`src/rtl/hazard_pkg.sv`:
```
// Shared types and defaults for the pipeline hazard unit: forwarding selects,
// data-memory wait FSM states and the default wait timeout.
package hazard_pkg;

  typedef enum logic [1:0] {
    FWD_RF  = 2'b00,
    FWD_WB  = 2'b01,
    FWD_MEM = 2'b10
  } fwd_sel_e;

  typedef enum logic [1:0] {
    IDLE  = 2'b00,
    WAIT  = 2'b01,
    ERROR = 2'b10
  } mem_state_e;

  localparam int TIMEOUT_DEF = 255;

endpackage

```
`src/rtl/hazard_fwd_sel.sv`:
```
// Forwarding select for one Execute operand; purely combinational, zero latency.
// Memory-stage producer has priority over Writeback; x0 is never forwarded.
module hazard_fwd_sel
  import hazard_pkg::*;
(
  input  logic [4:0] rs,
  input  logic [4:0] rd_m,
  input  logic       reg_write_m,
  input  logic [4:0] rd_w,
  input  logic       reg_write_w,
  output logic [1:0] fwd
);

  fwd_sel_e sel;

  always_comb begin
    sel = FWD_RF;
    if (reg_write_m && (rd_m != 5'd0) && (rd_m == rs)) begin
      sel = FWD_MEM;
    end else if (reg_write_w && (rd_w != 5'd0) && (rd_w == rs)) begin
      sel = FWD_WB;
    end
  end

  assign fwd = sel;

endmodule

```
`src/rtl/hazard_unit.sv`:
```
// Pipeline hazard unit: stall/flush/forward decisions are combinational (no latency);
// a data-memory wait FSM flags a sticky timeout and saturating counters track stalls and flushes.
module hazard_unit
  import hazard_pkg::*;
#(
  parameter int TIMEOUT = TIMEOUT_DEF,
  parameter int CNT_W   = 32
) (
  input  logic             clk,
  input  logic             rst,
  input  logic [4:0]       Rs1D,
  input  logic [4:0]       Rs2D,
  input  logic [4:0]       Rs1E,
  input  logic [4:0]       Rs2E,
  input  logic [4:0]       RdE,
  input  logic             ResultSrcE0,
  input  logic             PCSrcE,
  input  logic [4:0]       RdM,
  input  logic [4:0]       RdW,
  input  logic             RegWriteM,
  input  logic             RegWriteW,
  input  logic             MemReqM,
  input  logic             DmemReadyM,
  output logic             StallF,
  output logic             StallD,
  output logic             StallE,
  output logic             StallM,
  output logic             FlushD,
  output logic             FlushE,
  output logic             FlushW,
  output logic [1:0]       ForwardAE,
  output logic [1:0]       ForwardBE,
  output logic             MemTimeout,
  output logic [CNT_W-1:0] StallCycles,
  output logic [CNT_W-1:0] FlushCount
);

  localparam int WCNT_W = (TIMEOUT < 1) ? 1 : $clog2(TIMEOUT + 1);
  localparam logic [WCNT_W-1:0] TIMEOUT_C = WCNT_W'(TIMEOUT);

  logic lw_stall;
  logic mem_stall;

  mem_state_e        state;
  logic [WCNT_W-1:0] wait_cnt;

  assign lw_stall  = ResultSrcE0 && (RdE != 5'd0) && ((RdE == Rs1D) || (RdE == Rs2D));
  assign mem_stall = MemReqM && !DmemReadyM;

  assign StallF = lw_stall || mem_stall;
  assign StallD = lw_stall || mem_stall;
  assign StallE = mem_stall;
  assign StallM = mem_stall;

  // A frozen Memory stage must not re-commit into Writeback, and redirects
  // wait until the pipeline moves again so the branch is not lost.
  assign FlushW = mem_stall;
  assign FlushD = PCSrcE && !mem_stall;
  assign FlushE = (lw_stall || PCSrcE) && !mem_stall;

  hazard_fwd_sel u_fwd_a (
    .rs          (Rs1E),
    .rd_m        (RdM),
    .reg_write_m (RegWriteM),
    .rd_w        (RdW),
    .reg_write_w (RegWriteW),
    .fwd         (ForwardAE)
  );

  hazard_fwd_sel u_fwd_b (
    .rs          (Rs2E),
    .rd_m        (RdM),
    .reg_write_m (RegWriteM),
    .rd_w        (RdW),
    .reg_write_w (RegWriteW),
    .fwd         (ForwardBE)
  );

  // ERROR is absorbing; only reset leaves it.
  always_ff @(posedge clk or negedge rst) begin
    if (!rst) begin
      state      <= IDLE;
      wait_cnt   <= '0;
      MemTimeout <= 1'b0;
    end else begin
      case (state)
        IDLE: begin
          if (mem_stall) begin
            state    <= WAIT;
            wait_cnt <= WCNT_W'(1);
          end
        end
        WAIT: begin
          if (!mem_stall) begin
            state    <= IDLE;
            wait_cnt <= '0;
          end else if (wait_cnt == TIMEOUT_C) begin
            state      <= ERROR;
            MemTimeout <= 1'b1;
          end else begin
            wait_cnt <= wait_cnt + WCNT_W'(1);
          end
        end
        ERROR: begin
          MemTimeout <= 1'b1;
        end
        default: begin
          state      <= IDLE;
          wait_cnt   <= '0;
          MemTimeout <= 1'b0;
        end
      endcase
    end
  end

  always_ff @(posedge clk or negedge rst) begin
    if (!rst) begin
      StallCycles <= '0;
      FlushCount  <= '0;
    end else begin
      if (StallF && (StallCycles != {CNT_W{1'b1}})) begin
        StallCycles <= StallCycles + CNT_W'(1);
      end
      if ((FlushD || FlushE) && (FlushCount != {CNT_W{1'b1}})) begin
        FlushCount <= FlushCount + CNT_W'(1);
      end
    end
  end

endmodule

```
`config.mk`:
```
export PLATFORM = sky130hd
export DESIGN_NAME = hazard_unit
export DESIGN_NICKNAME = d
export VERILOG_FILES = /design/src/rtl/hazard_pkg.sv /design/src/rtl/hazard_fwd_sel.sv /design/src/rtl/hazard_unit.sv
export SDC_FILE = /design/constraint.sdc
export NUM_CORES = 1
export LEC_CHECK = 0
export BUFFER_PORTS_ARGS = -buffer_cell sky130_fd_sc_hd__buf_4
export CORE_MARGIN = 2
export CORE_UTILIZATION = 40
export DETAILED_ROUTE_END_ITERATION = 10
export GPL_ROUTABILITY_DRIVEN = 1
export PLACE_DENSITY = 0.61
export SYNTH_ARGS = -nofsm -noshare
export SYNTH_HDL_FRONTEND = slang
export SYNTH_SLANG_ARGS = --single-unit
```
`constraint.sdc`:
```
create_clock -name clk -period 2.8 [get_ports clk]
set_clock_uncertainty 0.2 [all_clocks]
set_input_delay 0.42 -clock clk [delete_from_list [all_inputs] [get_ports clk]]
set_output_delay 0.42 -clock clk [all_outputs]
set_load 0.05 [all_outputs]
```
# --- Word-level counts from Yosys, hierarchy flattened ---
# Cells that the tools add are included.
classes:
  reduce_logical: 26
  eq_ne: 16
  n_mux: 15
  n_bitwise: 2
  n_addsub: 3
op_table:
  columns: ["operator", "n"]
  rows:
  - ["$add 32x1->32 const B", 2]
  - ["$ne 32x32->1 const B", 2]
  - ["$eq 5x5->1", 6]
  - ["$mux 8", 3]
  - ["$pmux 8 s3", 1]
  - ["$reduce_bool 5->1", 3]
  - ["$logic_and 1x1->1", 13]
  - ["$mux 2", 5]
  - ["$reduce_and 3->1", 3]
  - ["$add 8x1->8 const B", 1]
  - ["$eq 8x8->1 const B", 1]
  - ["$ne 2x2->1 const B", 3]
  - ["$ne 3x3->1 const B", 2]
  - ["$pmux 2 s3", 1]
  - ["$logic_or 1x1->1", 4]
  - ["$mux 1", 4]
  - ["$pmux 1 s3", 1]
  - ["$eq 2x1->1 const B", 1]
  - ["$eq 2x2->1 const B", 1]
  - ["$logic_not 1->1", 2]
  - ["$logic_not 2->1", 1]
  - ["$not 1->1", 2]
totals:
  register_bits: 75
  output_inout_bits: 76

# --- Longest topological paths before layout ---
logic_depth:
  depth_word: 7
  ltp_mapped: 10
  mapped_depth_nobuf: 7

# --- Cells and area by module ---
# Synthesis repeated with hierarchy kept, for this count alone.
unflattened:
  cells_unflattened: 419
  area_unflattened_um2: 4297.9
modules_own_cells:
  columns: ["module", "area_per_inst_um2", "n_inst", "seq_area_each_um2", "cells_per_inst"]
  rows:
  - ["hazard_unit", 3995.1, 1, 1876.8, 379]
  - ["hazard_fwd_sel", 151.4, 2, 0.0, 20]

# --- Worst setup path after synthesis ---
# Ideal clock, no wire load.
synth_timing:
  kind: "in2out"
  startpoint: "input port RdM[0]"
  endpoint: "output port ForwardAE[0]"
  cell_stages: 4
  arrival_ps: 2997
  path_buffers: 0
  path_slack_ps: -817
  cell_sequence: "or4_1 > o21ai_0 > nor4_1 > nor4_1"
synth_between:
  elab_chain_len: 4
synth_lines:
  columns: ["item", "line_no", "text"]
  rows:
  - ["start: declaration", "hazard_unit.sv:18", "input logic [4:0] RdM,"]
  - ["$reduce_bool 5->1", "hazard_fwd_sel.sv:18", "if (reg_write_m && (rd_m != 5'd0) && (rd_m == rs)) begin"]
  - ["$logic_and 1x1->1", "hazard_fwd_sel.sv:18", null]
  - ["$logic_and 1x1->1 *", "hazard_fwd_sel.sv:18", null]
  - ["$mux 2 *", "hazard_fwd_sel.sv:18", null]
  - ["end: declaration", "hazard_unit.sv:31", "output logic [1:0] ForwardAE,"]
# Every way passes the cells marked *; elsewhere a longest branch is shown, timed or not.

# --- Worst setup path in the final report ---
# Same ends and word-level chain as after synthesis.

==> results.ini <==
[floorplan]
die_area_mm2 = 0.0111
chipHeight_um = 105
num_rows = 37
io_pins = 119
start_util_pct = 40.6
die_w_um = 105
core_area_mm2 = 0.0101

[setup_path]
cp-start-kind = input pin
cp_slowest_cell = or4_1
crit_type = in2out
cp_top_family = simple AND/OR/NAND/NOR gates
path_cells = buf_4, or4_1, o21ai_0, nor4_2, nor4_2, buf_4
endpoint_kind = output port
required_ns = 2.18
worst-path-max-fanout = 3
critical-path-max-stage-delay_ns = 0.50
r2r_cells = 6
worst_ep_arrival_time_ns = 1.87
path_buf_inv = 2
path_depth = 6

[timing]
slew_viol_final = 0
rsz0062_at_grt = no
worst_slew_pin_slew_ns = 0.944
final-hold-violation-count = 0
slew_headroom_pct = 37.1
setup_viol = 0
min_period_ns = 2.49
fmax_mhz = 401
finalCritPeriodShare_pct = 89.0
tns_ns = 0
holdWs_ns = 0.0184
fin_ws_ns = 0.307

[final_layout]
area_growth_pct = 31.9
fin_nets = 599
final_common_cell = buf_4
antenna_cells = 0
post-route-util_pct = 53.6
most-common-layout-cells = 125 x buf_4, 75 x dfrtp_1, 52 x xor2_1
final_cells = 691
drive_gt1_share_pct = 27.7
design_area_mm2 = 0.00543

[route]
viasPerCell = 5.06
wire_per_inst_um = 14.5
drc = 0
wl_um = 10000
drtPass1Iterations = 4
drt_iter0_drc = 147
antenna_left = 0
num_vias = 3495

[clocking]
cts_resized = 0
clk_pin_slew_ns = 0.07
cts_tree = yes
clkSinkCount = 75
clk_latency_ns = 0.35
clockBufferDepth = 2
cts-htree-levels = 3
cts_buffers = 9
postCtsHoldBufs = 0
cts_root_buf = clkbuf_8
post-cts-setup-buffers = 0

[power]
p_int_mw = 2.06
power_density_mw_per_mm2 = 588
switchingPower_mw = 1.13
clockPowerShare_pct = 30.3
p_leak_nw = 2.57
power.total_mw = 3.19
swShare_pct = 35.5
pwr-share-comb_pct = 28.7
ir_worst_vdd_uv = 753
p_seq_share_pct = 40.9

[grt]
grt_max_degree = 76
overflow = 0
grt_pass1_wl_um = 16600
grt.total_usage_pct = 18.5
antenna_found_initial = 0
grt_pass1_vias = 3425

[yosys]
synth-seq-cells = 75
synthCells = 423
syn_nets = 472
synth_area_mm2 = 0.00412
postSynthAreaPerCell_um2 = 9.73
ys_warn_count = 0
yosysSeqAreaShare_pct = 45.6
synth.distinct_cells = 38

[placed_design]
dpl.hpwl_um = 7550
gp_congestion = 0.851
port_buffers = 118
dpl-instance-area_mm2 = 0.00519
pre_cts_ws_ns = 0.283
dp.cells = 675

[run_status]
status = finished, final reports clean

[worst_hold_path]
hp-class = in2async

[flow_run]
drv_cap = 0

## cell families after synthesis
| kind of cell | count (synthesis) | synth area share (%) |
|---|---|---|
| compound gates | 24 | 3.71 |
| fa+ha+maj | 6 | 1.82 |
| mux | 3 | 0.820 |
| buf+inv | 21 | 2.67 |
| flops | 75 | 45.6 |
| simple gates | 198 | 25.0 |
| xor+xnor | 96 | 20.4 |
## synthesized netlist by cell type
cell type / n / share of area, %
a211oi_1: 1 / 0.18
a21o_1: 2 / 0.36
a21oi_1: 6 / 0.73
and2_1: 3 / 0.46
and3_1: 8 / 1.2
and4_1: 5 / 1.1
buf_2: 4 / 0.49
buf_4: 3 / 0.55
buf_6: 2 / 0.55
clkinv_1: 1 / 0.091
dfrtp_1: 75 / 46
ha_1: 6 / 1.8
inv_1: 11 / 1.0
mux2_2: 3 / 0.82
nand2_1: 40 / 3.6
nand2b_1: 2 / 0.30
nand2b_2: 1 / 0.21
nand3_1: 33 / 4.0
nand3b_1: 2 / 0.36
nand4_1: 21 / 3.2
nand4b_1: 3 / 0.64
nor2_1: 31 / 2.8
nor2b_1: 1 / 0.15
nor3_1: 22 / 2.7
nor3b_1: 1 / 0.18
nor4_1: 17 / 2.6
o21a_1: 1 / 0.18
o21ai_0: 8 / 0.97
o21ai_2: 2 / 0.43
o221ai_1: 2 / 0.43
o22a_1: 1 / 0.21
o32ai_1: 1 / 0.21
or2_2: 2 / 0.30
or3_1: 1 / 0.15
or4_1: 4 / 0.73
or4_4: 1 / 0.27
xnor2_1: 44 / 9.4
xor2_1: 52 / 11
## layer usage
layer,vias to the layer above,track usage [%],routed length (um)
li1,1731,-,-
met1,1665,25.1,4530
met2,88,30.0,4830
met3,11,3.71,489
met4,0,5.43,158
met5,-,0,0
## layout make-up
type,instances,area [um2]
tap,136,170
clock inverter,5,83.8
fill,961,4710
timing repair buffer,125,938
inverter,12,45.0
sequential,75,1880
clock buffer,11,151
multi-input combinational,327,2160
## state kept, by name, indices dropped and copies added, names as in the netlist
name	cells
FlushCount	32
wait_cnt	8
StallCycles	32
state	2
MemTimeout	1
## power groups by stage
| stage | Combinational (mW) | Clock (mW) | Sequential [mW] |
|---|---|---|---|
| floorplan | 0.334 | 0 | 1.60 |
| global route | 0.993 | 1.03 | 1.33 |
| finish | 0.918 | 0.968 | 1.31 |
| detailed placement | 0.927 | 0 | 1.33 |
| CTS | 0.931 | 0.991 | 1.31 |
| global placement | 0.911 | 0 | 1.33 |
## path summary, 6_finish.rpt
path	start	to	slack [ns]
min reg2reg	FlushCount[31]$_DFFE_PN0P_	FlushCount[31]$_DFFE_PN0P_	0.29
min in group clk	FlushCount[31]$_DFFE_PN0P_	FlushCount[31]$_DFFE_PN0P_	0.29
max	RdM[0]	ForwardAE[0]	0.31
max reg2reg	StallCycles[0]$_DFFE_PN0P_	StallCycles[1]$_DFFE_PN0P_	0.35
min	rst	state[0]$_DFFE_PN0P_	0.02
max in group asynchronous	rst	StallCycles[4]$_DFFE_PN0P_	1.77
(Power assumes the default switching activity.)
